[src/rtl/param_sync_fifo.sv]
// Single-clock FIFO with registered read data, occupancy count, threshold
// flags and sticky overflow/underflow error flags.
module param_sync_fifo #(
    parameter int DATA_W    = 6,
    parameter int DEPTH     = 64,
    parameter int AF_THRESH = DEPTH - 4,
    parameter int AE_THRESH = 4
) (
    input  logic                       clk,
    input  logic                       rst,
    input  logic                       clr,
    input  logic [DATA_W-1:0]          din,
    input  logic                       wr_en,
    input  logic                       rd_en,
    output logic [DATA_W-1:0]          dout,
    output logic                       dout_valid,
    output logic                       full,
    output logic                       empty,
    output logic                       almost_full,
    output logic                       almost_empty,
    output logic [$clog2(DEPTH):0]     cnt,
    output logic                       overflow,
    output logic                       underflow
);

    localparam int PTR_W = $clog2(DEPTH);
    localparam int CNT_W = PTR_W + 1;
    localparam logic [CNT_W-1:0] DEPTH_C = CNT_W'(DEPTH);
    localparam logic [CNT_W-1:0] AF_C    = CNT_W'(AF_THRESH);
    localparam logic [CNT_W-1:0] AE_C    = CNT_W'(AE_THRESH);
    localparam logic [CNT_W-1:0] ONE_C   = CNT_W'(1);

    logic [DATA_W-1:0] mem_r [DEPTH];
    logic [PTR_W-1:0]  wr_ptr_r, rd_ptr_r;
    logic [CNT_W-1:0]  cnt_r, cnt_next_s;
    logic [DATA_W-1:0] dout_r;
    logic              dout_valid_r;
    logic              full_r, empty_r, af_r, ae_r;
    logic              ovf_r, unf_r;
    logic              wr_ok_s, rd_ok_s;

    // Acceptance qualification and next occupancy; clr suppresses both requests.
    always_comb begin
        wr_ok_s    = 1'b0;
        rd_ok_s    = 1'b0;
        cnt_next_s = cnt_r;
        if (clr) begin
            cnt_next_s = {CNT_W{1'b0}};
        end else begin
            wr_ok_s = wr_en & ~full_r;
            rd_ok_s = rd_en & ~empty_r;
            case ({wr_ok_s, rd_ok_s})
                2'b10:   cnt_next_s = cnt_r + ONE_C;
                2'b01:   cnt_next_s = cnt_r - ONE_C;
                default: cnt_next_s = cnt_r;
            endcase
        end
    end

    // Storage array: deliberately never reset.
    always_ff @(posedge clk) begin
        if (!rst && wr_ok_s) begin
            mem_r[wr_ptr_r] <= din;
        end
    end

    // Pointers, count and flags; flags are registered from the next count so
    // they always line up with cnt in the same cycle.
    always_ff @(posedge clk) begin
        if (rst) begin
            wr_ptr_r <= {PTR_W{1'b0}};
            rd_ptr_r <= {PTR_W{1'b0}};
            cnt_r    <= {CNT_W{1'b0}};
            full_r   <= 1'b0;
            empty_r  <= 1'b1;
            af_r     <= 1'b0;
            ae_r     <= 1'b1;
            ovf_r    <= 1'b0;
            unf_r    <= 1'b0;
        end else begin
            if (clr) begin
                wr_ptr_r <= {PTR_W{1'b0}};
                rd_ptr_r <= {PTR_W{1'b0}};
                ovf_r    <= 1'b0;
                unf_r    <= 1'b0;
            end else begin
                if (wr_ok_s) wr_ptr_r <= wr_ptr_r + PTR_W'(1);
                if (rd_ok_s) rd_ptr_r <= rd_ptr_r + PTR_W'(1);
                if (wr_en && full_r)  ovf_r <= 1'b1;
                if (rd_en && empty_r) unf_r <= 1'b1;
            end
            cnt_r   <= cnt_next_s;
            full_r  <= (cnt_next_s == DEPTH_C);
            empty_r <= (cnt_next_s == {CNT_W{1'b0}});
            af_r    <= (cnt_next_s >= AF_C);
            ae_r    <= (cnt_next_s <= AE_C);
        end
    end

    // Registered read port; dout holds its value when no read is accepted.
    always_ff @(posedge clk) begin
        if (rst) begin
            dout_r       <= {DATA_W{1'b0}};
            dout_valid_r <= 1'b0;
        end else if (rd_ok_s) begin
            dout_r       <= mem_r[rd_ptr_r];
            dout_valid_r <= 1'b1;
        end else begin
            dout_valid_r <= 1'b0;
        end
    end

    assign dout         = dout_r;
    assign dout_valid   = dout_valid_r;
    assign full         = full_r;
    assign empty        = empty_r;
    assign almost_full  = af_r;
    assign almost_empty = ae_r;
    assign cnt          = cnt_r;
    assign overflow     = ovf_r;
    assign underflow    = unf_r;

endmodule

[config.mk]
export PLATFORM = sky130hd
export DESIGN_NAME = param_sync_fifo
export DESIGN_NICKNAME = d
export VERILOG_FILES = /design/src/rtl/param_sync_fifo.sv
export SDC_FILE = /design/constraint.sdc
export NUM_CORES = 1
export LEC_CHECK = 0
export BUFFER_PORTS_ARGS = -buffer_cell sky130_fd_sc_hd__buf_2
export CORE_ASPECT_RATIO = 0.7
export CORE_MARGIN = 3
export CORE_UTILIZATION = 60
export CTS_CLUSTER_DIAMETER = 30
export DETAILED_ROUTE_END_ITERATION = 10
export PLACE_DENSITY = 0.77
export SETUP_SLACK_MARGIN = 0.2
export SLEW_MARGIN = 20
export SYNTH_ARGS = -nofsm -noshare
export SYNTH_HDL_FRONTEND = slang
export SYNTH_SLANG_ARGS = --single-unit
[constraint.sdc]
create_clock -name clk -period 4.3 [get_ports clk]
set_clock_uncertainty 0.1 [all_clocks]
set_input_delay 0 -clock clk [delete_from_list [all_inputs] [get_ports clk]]
set_output_delay 0 -clock clk [all_outputs]
set_load 0.03 [all_outputs]
# Yosys cells after proc, flatten, opt, wreduce, memory -nomap -nowiden
# Memories as Yosys holds them, arrays and structs flattened. A register that Yosys moved wholly into a read port is not among the register bits.
# Cells that the tools add are included.
# totals
register_bits	26
ram_bits	384
wordCells	37
mem_count	1
# classes
addsub	4
n_lt_le_gt_ge	2
n_eq_ne	3
muxes	7
bitwise_logic	4
n_reduce_logical	6
# mem_list
name	depth	width	read_ports	rd_ports_with_merged_regs	write_ports	line_no	rtl
mem_r	64	6	1	1	1	33	logic [DATA_W-1:0] mem_r [DEPTH];
# op_table
cell	n
7-bit case mux with 2 select lines	1
6-bit by 1-bit adder with 6-bit output, second input constant	2
7-bit by 1-bit adder with 7-bit output, second input constant	1
7-bit == test, second input constant	1
7-bit by 6-bit greater-or-equal comparator with 1-bit output, second input constant	1
7-bit by 3-bit less-or-equal comparator with 1-bit output, second input constant	1
7-bit logical NOT	1
7-bit 2-to-1 mux	1
7-bit by 1-bit subtractor with 7-bit output, second input constant	1
1-bit 2-to-1 mux	5
1-bit logical AND	3
1-bit bitwise AND	2
2-bit by 1-bit == test with 1-bit output, second input constant	1
2-bit == test, second input constant	1
1-bit inverter	2
2-bit OR reduction	1
1-bit logical NOT	1

# Depth between registers and ports, before layout
# Gate-level depths: netlist of run 1.
# depth
ltp_word	6
mapped_depth	13

# Worst setup path after synthesis of run 1
# OpenSTA, ideal clock, no wires.
# synth_path
kind	register to register
start	register full_r, in the netlist full
end	register af_r, in the netlist almost_full
setup_time_ps	69
arrival_time_ps	3126
required_ps	4131
slack_ps	1005
path_stages_with_launch	14
synth_period_minus_slack_ps	3295
cell_sequence	dfxtp_1 -> nand2b_1 -> clkbuf_1 -> ha_1 -> buf_6 -> buf_4 -> xor2_1 -> ha_1 -> a21oi_1 -> a2bb2oi_1 -> or4_1 -> a21o_1 -> or4b_1 -> o21ai_1
# synth_via
elab_chain_cells	6
elab_cells_between_ends	7
cone_classes	order compare (1); eq/ne (2); mux (2); bitwise (2)
# synth_rtl
item	line_no	rtl
start, declared	38	logic full_r, empty_r, af_r, ae_r;
start signal, assigned	93	full_r <= (cnt_next_s == DEPTH_C);
1-bit inverter (*)	50	wr_ok_s = wr_en & ~full_r;
1-bit bitwise AND (*)	50	
2-bit by 1-bit == test with 1-bit output or 2-bit == test (tied branches)	52	case ({wr_ok_s, rd_ok_s})
7-bit case mux with 2 select lines (*)	52	
7-bit 2-to-1 mux (*)	47	if (clr) begin
7-bit by 6-bit greater-or-equal comparator with 1-bit output (*)	95	af_r <= (cnt_next_s >= AF_C);
end signal, assigned	95	
end, declared	38	
# Every way passes the cells marked *; elsewhere a longest branch is shown, timed or not.
# A chain may end at the register's enable or synchronous reset.

# Final worst setup path of run 1
# Same ends and word-level chain as after synthesis.

==> results of run 1 <==
[per-stage QoR]
stage	total power [uW]	setup WS (ns)	util (%)	instance area, sq um
after global routing	9770	0.671	71.0	19100
final	9520	0.867	71.0	19100
after CTS	9570	0.890	70.8	19000
after floorplan	4650	1.00	-	16500
after global placement	4750	1.01	63.2	17000
after detailed placement	4760	0.898	63.2	17000
[layout by cell type (no fill, tap or decap), drive strengths merged, types with 4 or more instances in the layout]
cell type	count
buf	46
nand2b	4
nand2	33
clkinv	12
mux4	82
a22oi	13
mux2i	50
nor3	7
a211oi	6
nand3	7
xor2	9
ha	5
a32oi	5
o211ai	5
dlygate4sd3	11
dfxtp	32
a31oi	4
inv	8
bufinv	14
nor2b	10
clkinvlp	6
o21ai	11
a21oi	23
o22ai	8
nor2	99
edfxtp	384
clkbuf	57
o221ai	12
nand4	7
[worst register-to-register path: stages (launching register included)]
cell,delay [ns]
dfxtp_1,0.33
nand2b_1,0.33
ha_1,0.60
xor2_1,0.20
ha_1,0.24
a21oi_1,0.09
a2bb2oi_1,0.18
or4_1,0.48
a21o_1,0.22
or4b_1,0.50
o21ai_1,0.09
[report_power, final]
part | switching (uW) | internal (uW) | total (uW) | leakage, uW
logic | 154 | 81.8 | 236 | 0.00134
registers | 17.6 | 4430 | 4440 | 0.00371
clock network | 1700 | 3150 | 4840 | 0.000939
[cells by family (layout without fill, tap and decap cells)]
kind of cell               Yosys count  after routing  synth area share [%]
adders and majority gates            5              5                 0.378
DFF                                416            416                  73.6
xor gates and xnor gates            12             12                 0.636
buffers and inverters               58            154                  1.71
and+or+nand+nor                    188            188                  5.21
AOI/OAI and AO/OA                  101            101                  4.21
muxes                              133            133                  14.3
[per-layer routing]
layer	routed length (um)	global-route usage (%)	vias to the layer above
li1	-	-	3803
met3	3670	6.28	64
met4	831	7.22	0
met1	15200	38.9	4516
met5	0	0	-
met2	16900	37.4	468
[final cells by class]
class                           instances  share of cell area (%)
Clock inverter                         37                    3.16
Tap cell                              364                    2.38
Multi-Input combinational cell        439                    21.4
Timing Repair Buffer                   57                    2.12
Sequential cell                       416                    63.8
Clock buffer                           57                    7.13
Inverter                                3                  0.0590
[worst paths after layout]
| check | cells past startpoint | start | slack, ns | endpoint |
|---|---|---|---|---|
| worst max-delay path | 10 | full | 0.87 | almost_full |
| worst min-delay path | 4 | rd_en | 0.13 | underflow |
| worst max register to register | 10 | full | 0.87 | almost_full |
| worst min register to register | 2 | underflow | 0.37 | underflow |
[registers in the layout, summed over array words and instances (netlist names)]
register and count:
overflow 1, rd_ptr_r 6, cnt 7, wr_ptr_r 6, dout_valid 1, mem_r 384
underflow 1, full 1, dout 6, almost_empty 1, almost_full 1, empty 1
==> flow_metrics.tcl, run 1 <==
set metrics [dict create \
    antenna_found_initial 1 \
    place_congestion 0.850 \
    synth-main-ff-cell "edfxtp_1" \
    cts-resized-gates 0 \
    area_delta_synth_final_pct 15.5 \
    htree_levels 2 \
    grt_max_degree 65 \
    diodes 0 \
    hpwlAfterDp_mm 21.2 \
    powerDensity_nw_per_um2 498 \
    drc 0 \
    mappedNetlistArea_sq_um 16500 \
    cts_root_buffer "clkbuf_16" \
    ant_nets 0 \
    hold_buffers 6 \
    overflow 0 \
    io_buffers 30 \
    crit_family "simple AND/OR/NAND/NOR gates" \
    chipHeight_um 145 \
    path_cells "nand2b_1, ha_1, xor2_1, ha_1, a21oi_1, a2bb2oi_1, or4_1, a21o_1, or4b_1, o21ai_1" \
    yosysWarnings 0 \
    period_minus_slack_ns 3.43 \
    clk_pin_slew_worst_paths_ns 0.05 \
    regArea_sq_um 12200 \
    cts_tree "done" \
    post_cts_buffers 0 \
    syn-num-nets 929 \
    grt_pass1_wl_mm 55.6 \
    cts.sink_count 416 \
    syn_avg_cell_area_sq_um 18.1 \
    place_inst 1268 \
    maxCapViolCount 0 \
    cts_buffers 51 \
    finalNonFillerCells 1373 \
    die-area_sq_um 29600 \
    coreArea_sq_um 26900 \
    worstHoldPathType "in2reg" \
    initial_core_util_pct 61.5 \
    rows 50 \
    drive_above_1_share_pct 22.7 \
    finalCritPeriodShare_pct 79.8 \
    cp_data_arrival_time_ns 3.82 \
    vdd_drop_max_v 0.000312 \
    synth_area_leaders "edfxtp_1, mux4_2, dfxtp_1" \
    synth_cell_types 54 \
    hold_viol_final 0 \
    async_reset_ff_share_pct 0 \
    cp.required_ns 4.68 \
    status "completed" \
    critPathBufInv 0 \
    crit_fanout 18 \
    wl_mm 36.6 \
    post-synth-top-count-cell "edfxtp_1" \
    critPathSlowestCell "ha_1" \
    synth_top_area_cell "edfxtp_1" \
    fmax_mhz 291 \
    final-setup-viol-count 0 \
    tightest_slew_ns 0.863 \
    yosys-top-cells-count "edfxtp_1, nor2_1, mux4_2, mux2i_1, nand2_1" \
    grt_setup_unrepaired "no" \
    avgViaCountPerCell 6.45 \
    io_pins 31 \
    whs_ns 0.131 \
    worst_path_most_repeated_cell "ha_1" \
    vias 8851 \
    synth-seq-cells 416 \
    synth_top_area_share_pct 69.7 \
    worstSetupPathType "reg2reg" \
    grt_pass1_vias 8734 \
    die_w_um 204 \
    post_drt_wl_per_cell_um 26.7 \
    critPathLaunchType "register" \
    clkLatencyLatePin_ns 0.56 \
    end_kind "register" \
    setup_tns_ns 0 \
    finalMaxSlewViolations 0 \
    multi_input_area_sq_um 4090 \
    cpPeakStageDelay_ns 0.60 \
    first_iter_violations 1007 \
    yosysSeqAreaShare_pct 73.6 \
    synth_cells 913 \
    nFillCells 1632 \
    grt_usage_pct 25.5 \
    num-nets-final 984 \
    maxSlewHeadroom_pct 41.7 \
    cts_buffer_depth 3 \
    synth_enable_flop_cells 384 \
    drt-pass1-iter-count 5 \
    p_leak_uw 0.00599 \
]
(Power assumes the default switching activity.)
==> inputs of run 2 (changes only) <==
- ABC_AREA: default -> 1
- CORE_UTILIZATION: 60 -> 56
- PLACE_DENSITY: 0.77 -> 0.75
- clock period: 4.3 -> 2.8 ns (I/O delays scaled with it)
==> run 2 against run 1 <==
Compared with the run above: sequential share of layout area shrank 3.5 points; maximum frequency grew 44%; wire length grew 20%; critical endpoint is now dout[2]; highest routed layer unchanged; via count grew 38%; register-to-register slack lost 0.46 ns.
==> flow_metrics.tcl, run 2 <==
set metrics [dict create \
    status "completed" \
    nFillCells 2223 \
    drive_above_1_share_pct 13.0 \
    fin_util_pct 66.7 \
    num-nets-final 1638 \
    rrSetupSlack_ns 0.41 \
    avgViaCountPerCell 5.87 \
    power_frac_comb_pct 4.8 \
    reg2reg_to "dout[2]" \
    grt_usage_pct 26.8 \
    critPathLaunchType "register" \
    layout_commonest_cell "edfxtp_1" \
    async_reset_ff_share_pct 0 \
    io_buffers 30 \
    synth_cell_types 39 \
    final-setup-viol-count 0 \
    p_int_uw 11700 \
    area_delta_synth_final_pct 16.5 \
    finalMaxSlewViolations 0 \
    overflow 0 \
    crit_path_start "rd_ptr_r[0]" \
    switching_power_uw 3230 \
    synth_area_leaders "edfxtp_1, nor2_1, nand2_1" \
    yosysSeqAreaShare_pct 70.1 \
    largest_register "mem_r" \
    cts_root_buffer "clkbuf_16" \
    coreArea_sq_um 30300 \
    p_clk_share_pct 49.3 \
    diodes 0 \
    layout_common_cells "edfxtp_1, nor2_1, nand2_1" \
    antenna_found_initial 0 \
    worstHoldPathType "in2reg" \
    finalCritPeriodShare_pct 85.4 \
    worstSetupEndpoint "dout[2]" \
    critPathSlowestCell "dfxtp_4" \
    post-synth-top-count-cell "edfxtp_1" \
    cp_data_arrival_time_ns 2.74 \
    wl_mm 44.1 \
    grt_max_degree 152 \
    yosys-top-cells-count "edfxtp_1, nor2_1, nand2_1, nand3_1, o21ai_0" \
    hold_viol_final 0 \
    first_iter_violations 1865 \
    cts_tree "done" \
    io_pins 31 \
    powerDensity_nw_per_um2 736 \
    synth_cells 1528 \
    post_drt_wl_per_cell_um 21.2 \
    grt_setup_unrepaired "no" \
    htree_levels 2 \
    swShare_pct 21.7 \
    end_kind "register" \
    period_minus_slack_ns 2.39 \
    grt_pass1_vias 11700 \
    drc 0 \
    r2r_cells 10 \
    seq_power_share_pct 45.9 \
    yosysWarnings 0 \
    chipHeight_um 153 \
    synth-seq-cells 416 \
    worstSetupPathType "reg2reg" \
    die_w_um 216 \
    setup_tns_ns 0 \
    place_inst 1968 \
    initial_core_util_pct 57.3 \
    worstReg2RegStart "rd_ptr_r[0]" \
    cts_buffer_depth 3 \
    cp.required_ns 3.15 \
    p_total_uw 14900 \
    worst_path_most_repeated_cell "nand3_1" \
    finalNonFillerCells 2077 \
    synth_enable_flop_cells 384 \
    met3_usage_pct 6.90 \
    grt_pass1_wl_mm 68.3 \
    synth_top_area_cell "edfxtp_1" \
    tightest_slew_ns 0.870 \
    maxSlewHeadroom_pct 41.9 \
    cts_buffers 53 \
    clkLatencyLatePin_ns 0.58 \
    whs_ns 0.190 \
    mappedNetlistArea_sq_um 17400 \
    grt_use_met1_pct 39.1 \
    hpwlAfterDp_mm 27.1 \
    syn_avg_cell_area_sq_um 11.4 \
    vias 12200 \
    p_leak_uw 0.00723 \
    clk_pin_slew_worst_paths_ns 0.06 \
    cpPeakStageDelay_ns 0.54 \
    rows 53 \
    maxCapViolCount 0 \
    use_met2_pct 40.5 \
    place_congestion 0.908 \
    fmax_mhz 418 \
    busiest_layer "met2" \
    ant_nets 0 \
    synth_top_area_share_pct 66.4 \
    drt-pass1-iter-count 6 \
    cts.sink_count 416 \
    vdd_drop_max_v 0.000441 \
    crit_fanout 39 \
    path_cells "inv_6, buf_12, o21ai_0, o211ai_1, nand3_1, nand2_1, nand3_1, nand3_1, nand2_1, inv_1" \
    synth-main-ff-cell "edfxtp_1" \
    die-area_sq_um 33200 \
    largest_reg_flops 384 \
    syn-num-nets 1544 \
]
## run 2: changes by cell type after synthesis, sizes merged, moves of 56 or more
cell and change:
o21ai +172, nand3 +107, mux4 -82, nor2 +246, inv +56, nand2 +162
## run 2: kinds of logic (layout without fill, tap and decap cells)
kind of cell / Yosys count / in the layout / share of synthesized area [%]
compound gates: 285 / 285 / 9.12
xor+xnor: 2 / 2 / 0.101
fa+ha+maj: 5 / 5 / 0.360
buf+inv: 143 / 280 / 4.35
flops: 416 / 416 / 70.1
simple gates: 677 / 677 / 16.0
## run 2: critical path: cells and delay by family (launching register included)
| kind | cells | cell delay [ns] |
|---|---|---|
| and+or+nand+nor | 5 | 0.64 |
| DFF | 1 | 0.54 |
| AOI/OAI and AO/OA | 2 | 0.49 |
| buffers and inverters | 3 | 0.47 |
## run 2: worst min-delay path by stage
stage | from | to | slack [ns] | cells past startpoint
6_report | rst | cnt[3] | 0.19 | 3
5_1_grt | rst | cnt[3] | 0.20 | 3
4_1_cts | wr_en | overflow | 0.15 | 6
3_5_place_dp | wr_en | overflow | 0.21 | 5
3_3_place_gp | wr_en | overflow | 0.21 | 5
2_1_floorplan | rst | cnt[0] | -0.03 | 1
## run 2: repair_timing
action | CTS | global route
hold buffers | 11 | 0
setup buffers | 0 | 0
setup endpoints to repair | 0 | 3
gates resized for setup | 0 | 3
hold endpoints to repair | 206 | 0
## run 2: area by class of cell
type	instances	area (sq um)	area share [%]
Sequential cell	416	12200	60.2
Multi-Input combinational cell	969	4440	22.0
Clock buffer	64	1410	6.97
Timing Repair Buffer	119	921	4.55
Tap cell	412	515	2.55
Clock inverter	34	510	2.52
Inverter	63	244	1.21
## run 2: metrics by stage
step / cell area [sq um] / setup WS [ns]
detailed placement: 18200 / 0.338
finish: 20200 / 0.410
CTS: 20200 / 0.326
global route: 20200 / 0.214
global placement: 18200 / 0.385
floorplan: 17400 / 0.430
## run 2: power groups by stage
stage	Sequential, uW	Combinational [uW]	Clock [uW]
after floorplan	7000	384	0
after global placement	6970	676	0
after detailed placement	6970	686	0
after CTS	6840	703	7390
after global routing	6840	777	7700
final	6840	711	7330
## run 2: per-layer routing
layer / wire (um) / vias up / part of all wire (%)
li1: - / 5588 / -
met1: 18100 / 5829 / 41
met2: 19900 / 686 / 45
met3: 5160 / 84 / 12
met4: 926 / 0 / 2.1
met5: 0 / - / 0
==> inputs of run 3 (changes only) <==
- RECOVER_POWER: default -> 100
==> run 3 against run 2 <==
Compared with the run above: the run now ends with capacitance limit, slew limit left; clock power about the same; total power hardly changed; wire length shrank 0.17%; maximum frequency decreased by 8.0%; die area did not move; largest cell class unchanged; critical endpoint is now mem_r[22][2]; worst setup slack worse by 0.21 ns; highest routed layer unchanged; final cell count did not move; final area decreased by 1.1%.
==> flow_metrics.tcl, run 3 (synthesized netlist as in run 2, its figures left out) <==
set metrics [dict create \
    crit_fanout 6 \
    clkLatencyLatePin_ns 0.58 \
    grt_usage_pct 26.8 \
    end_kind "register" \
    place_inst 1968 \
    min_to "cnt[5]" \
    layout_common_cells "edfxtp_1, nor2_1, nand2_1" \
    initial_core_util_pct 57.3 \
    grt_max_degree 152 \
    grt_setup_unrepaired "no" \
    setup_tns_ns 0 \
    finalCritPeriodShare_pct 92.8 \
    vdd_drop_max_v 0.000440 \
    cts_buffer_depth 3 \
    fmax_mhz 385 \
    crit_cells 7 \
    worst_path_most_repeated_cell "nor2_1" \
    htree_levels 2 \
    antenna_found_initial 0 \
    violations "capacitance limit, slew limit" \
    chipHeight_um 153 \
    regArea_sq_um 12200 \
    crit_family "simple AND/OR/NAND/NOR gates" \
    io_buffers 30 \
    drc 0 \
    critPathLaunchType "register" \
    finalMaxSlewViolations 136 \
    powerDensity_nw_per_um2 744 \
    clk_pin_slew_worst_paths_ns 0.06 \
    post_drt_wl_per_cell_um 21.2 \
    hold_viol_final 0 \
    crit_path_start "full" \
    r2r_cells 7 \
    whs_ns 0.191 \
    final-setup-viol-count 0 \
    drt-pass1-iter-count 7 \
    num-nets-final 1638 \
    first_iter_violations 1999 \
    period_minus_slack_ns 2.60 \
    nFillCells 2312 \
    cts_buffers 53 \
    largest_reg_flops 384 \
    cts_root_buffer "clkbuf_16" \
    coreArea_sq_um 30300 \
    critPathSlowestCell "nor3_1" \
    layout_commonest_cell "edfxtp_1" \
    largest_register "mem_r" \
    rows 53 \
    vias 12200 \
    diodes 0 \
    avgViaCountPerCell 5.87 \
    io_pins 31 \
    multi_input_area_sq_um 4420 \
    die-area_sq_um 33200 \
    rrSetupSlack_ns 0.20 \
    area_delta_synth_final_pct 15.2 \
    overflow 0 \
    fin_util_pct 66.0 \
    hpwlAfterDp_mm 27.1 \
    min_path_cells 3 \
    worstReg2RegStart "full" \
    tightest_slew_ns 2.07 \
    critPathBufInv 3 \
    finalNonFillerCells 2077 \
    cp_data_arrival_time_ns 2.76 \
    maxSlewHeadroom_pct -38.0 \
    maxCapViolCount 4 \
    cp.required_ns 2.96 \
    ant_nets 0 \
    cpPeakStageDelay_ns 0.40 \
    grt_pass1_wl_mm 68.3 \
    place_congestion 0.908 \
    status "complete, but fails checks" \
    grt_pass1_vias 11700 \
    hp-start "rst" \
    cts_tree "done" \
    path_cells "nor2_1, inv_1, nor3_1, nand3_1, clkbuf_1, nor2_1, clkbuf_2" \
    reg2reg_to "mem_r[22][2]" \
    drive_above_1_share_pct 8.65 \
    die_w_um 216 \
    wl_mm 44.0 \
    p_leak_uw 0.00697 \
    cts.sink_count 416 \
    worstHoldPathType "in2reg" \
    worstSetupPathType "reg2reg" \
]
run 3: metal layers:
layer  up-vias  wire length [um]  track usage (%)
li1       5592                 -                -
met1      5878             18600             39.1
met2       647             19800             40.5
met3        80              4680             6.90
met4         0               914             7.56
met5         -                 0                0
run 3: worst min-delay path, stage by stage:
cell           delay (ns)
dlygate4sd3_1        0.53
buf_2                0.22
nor2_1               0.07
run 3: stage by stage:
step                setup slack (ns)  power, uW  area (sq um)
floorplan                      0.430       7380         17400
global placement               0.385       7640         18200
detailed placement             0.338       7650         18200
CTS                            0.326      14900         20200
global route                   0.123      15300         20000
finish                         0.201      14900         20000
run 3: what timing repair did:
action                     4_1_cts  5_1_grt
setup endpoints to repair        0        3
buffers inserted                 0        0
hold endpoints to repair       206        0
resized for setup                0        3
hold buffers                    11        0
run 3: power breakdown:
group / switching [uW] / leakage [uW] / internal (uW)
logic: 514 / 0.00233 / 178
registers: 31.4 / 0.00371 / 6810
clock network: 2680 / 0.000923 / 4660
run 3: final cells by class:
cell class / count / share of cell area, %
clock buffer: 64 / 7.05
tap: 412 / 2.58
timing repair buffer: 119 / 3.55
multi-input combinational: 969 / 22.1
sequential: 416 / 60.9
inverter: 63 / 1.22
clock inverter: 34 / 2.55
run 3: worst max path at each step:
stage / to / slack (ns)
2_1_floorplan: almost_empty / 0.43
3_3_place_gp: empty / 0.39
3_5_place_dp: empty / 0.34
4_1_cts: empty / 0.33
5_1_grt: mem_r[18][5] / 0.12
6_report: mem_r[22][2] / 0.20
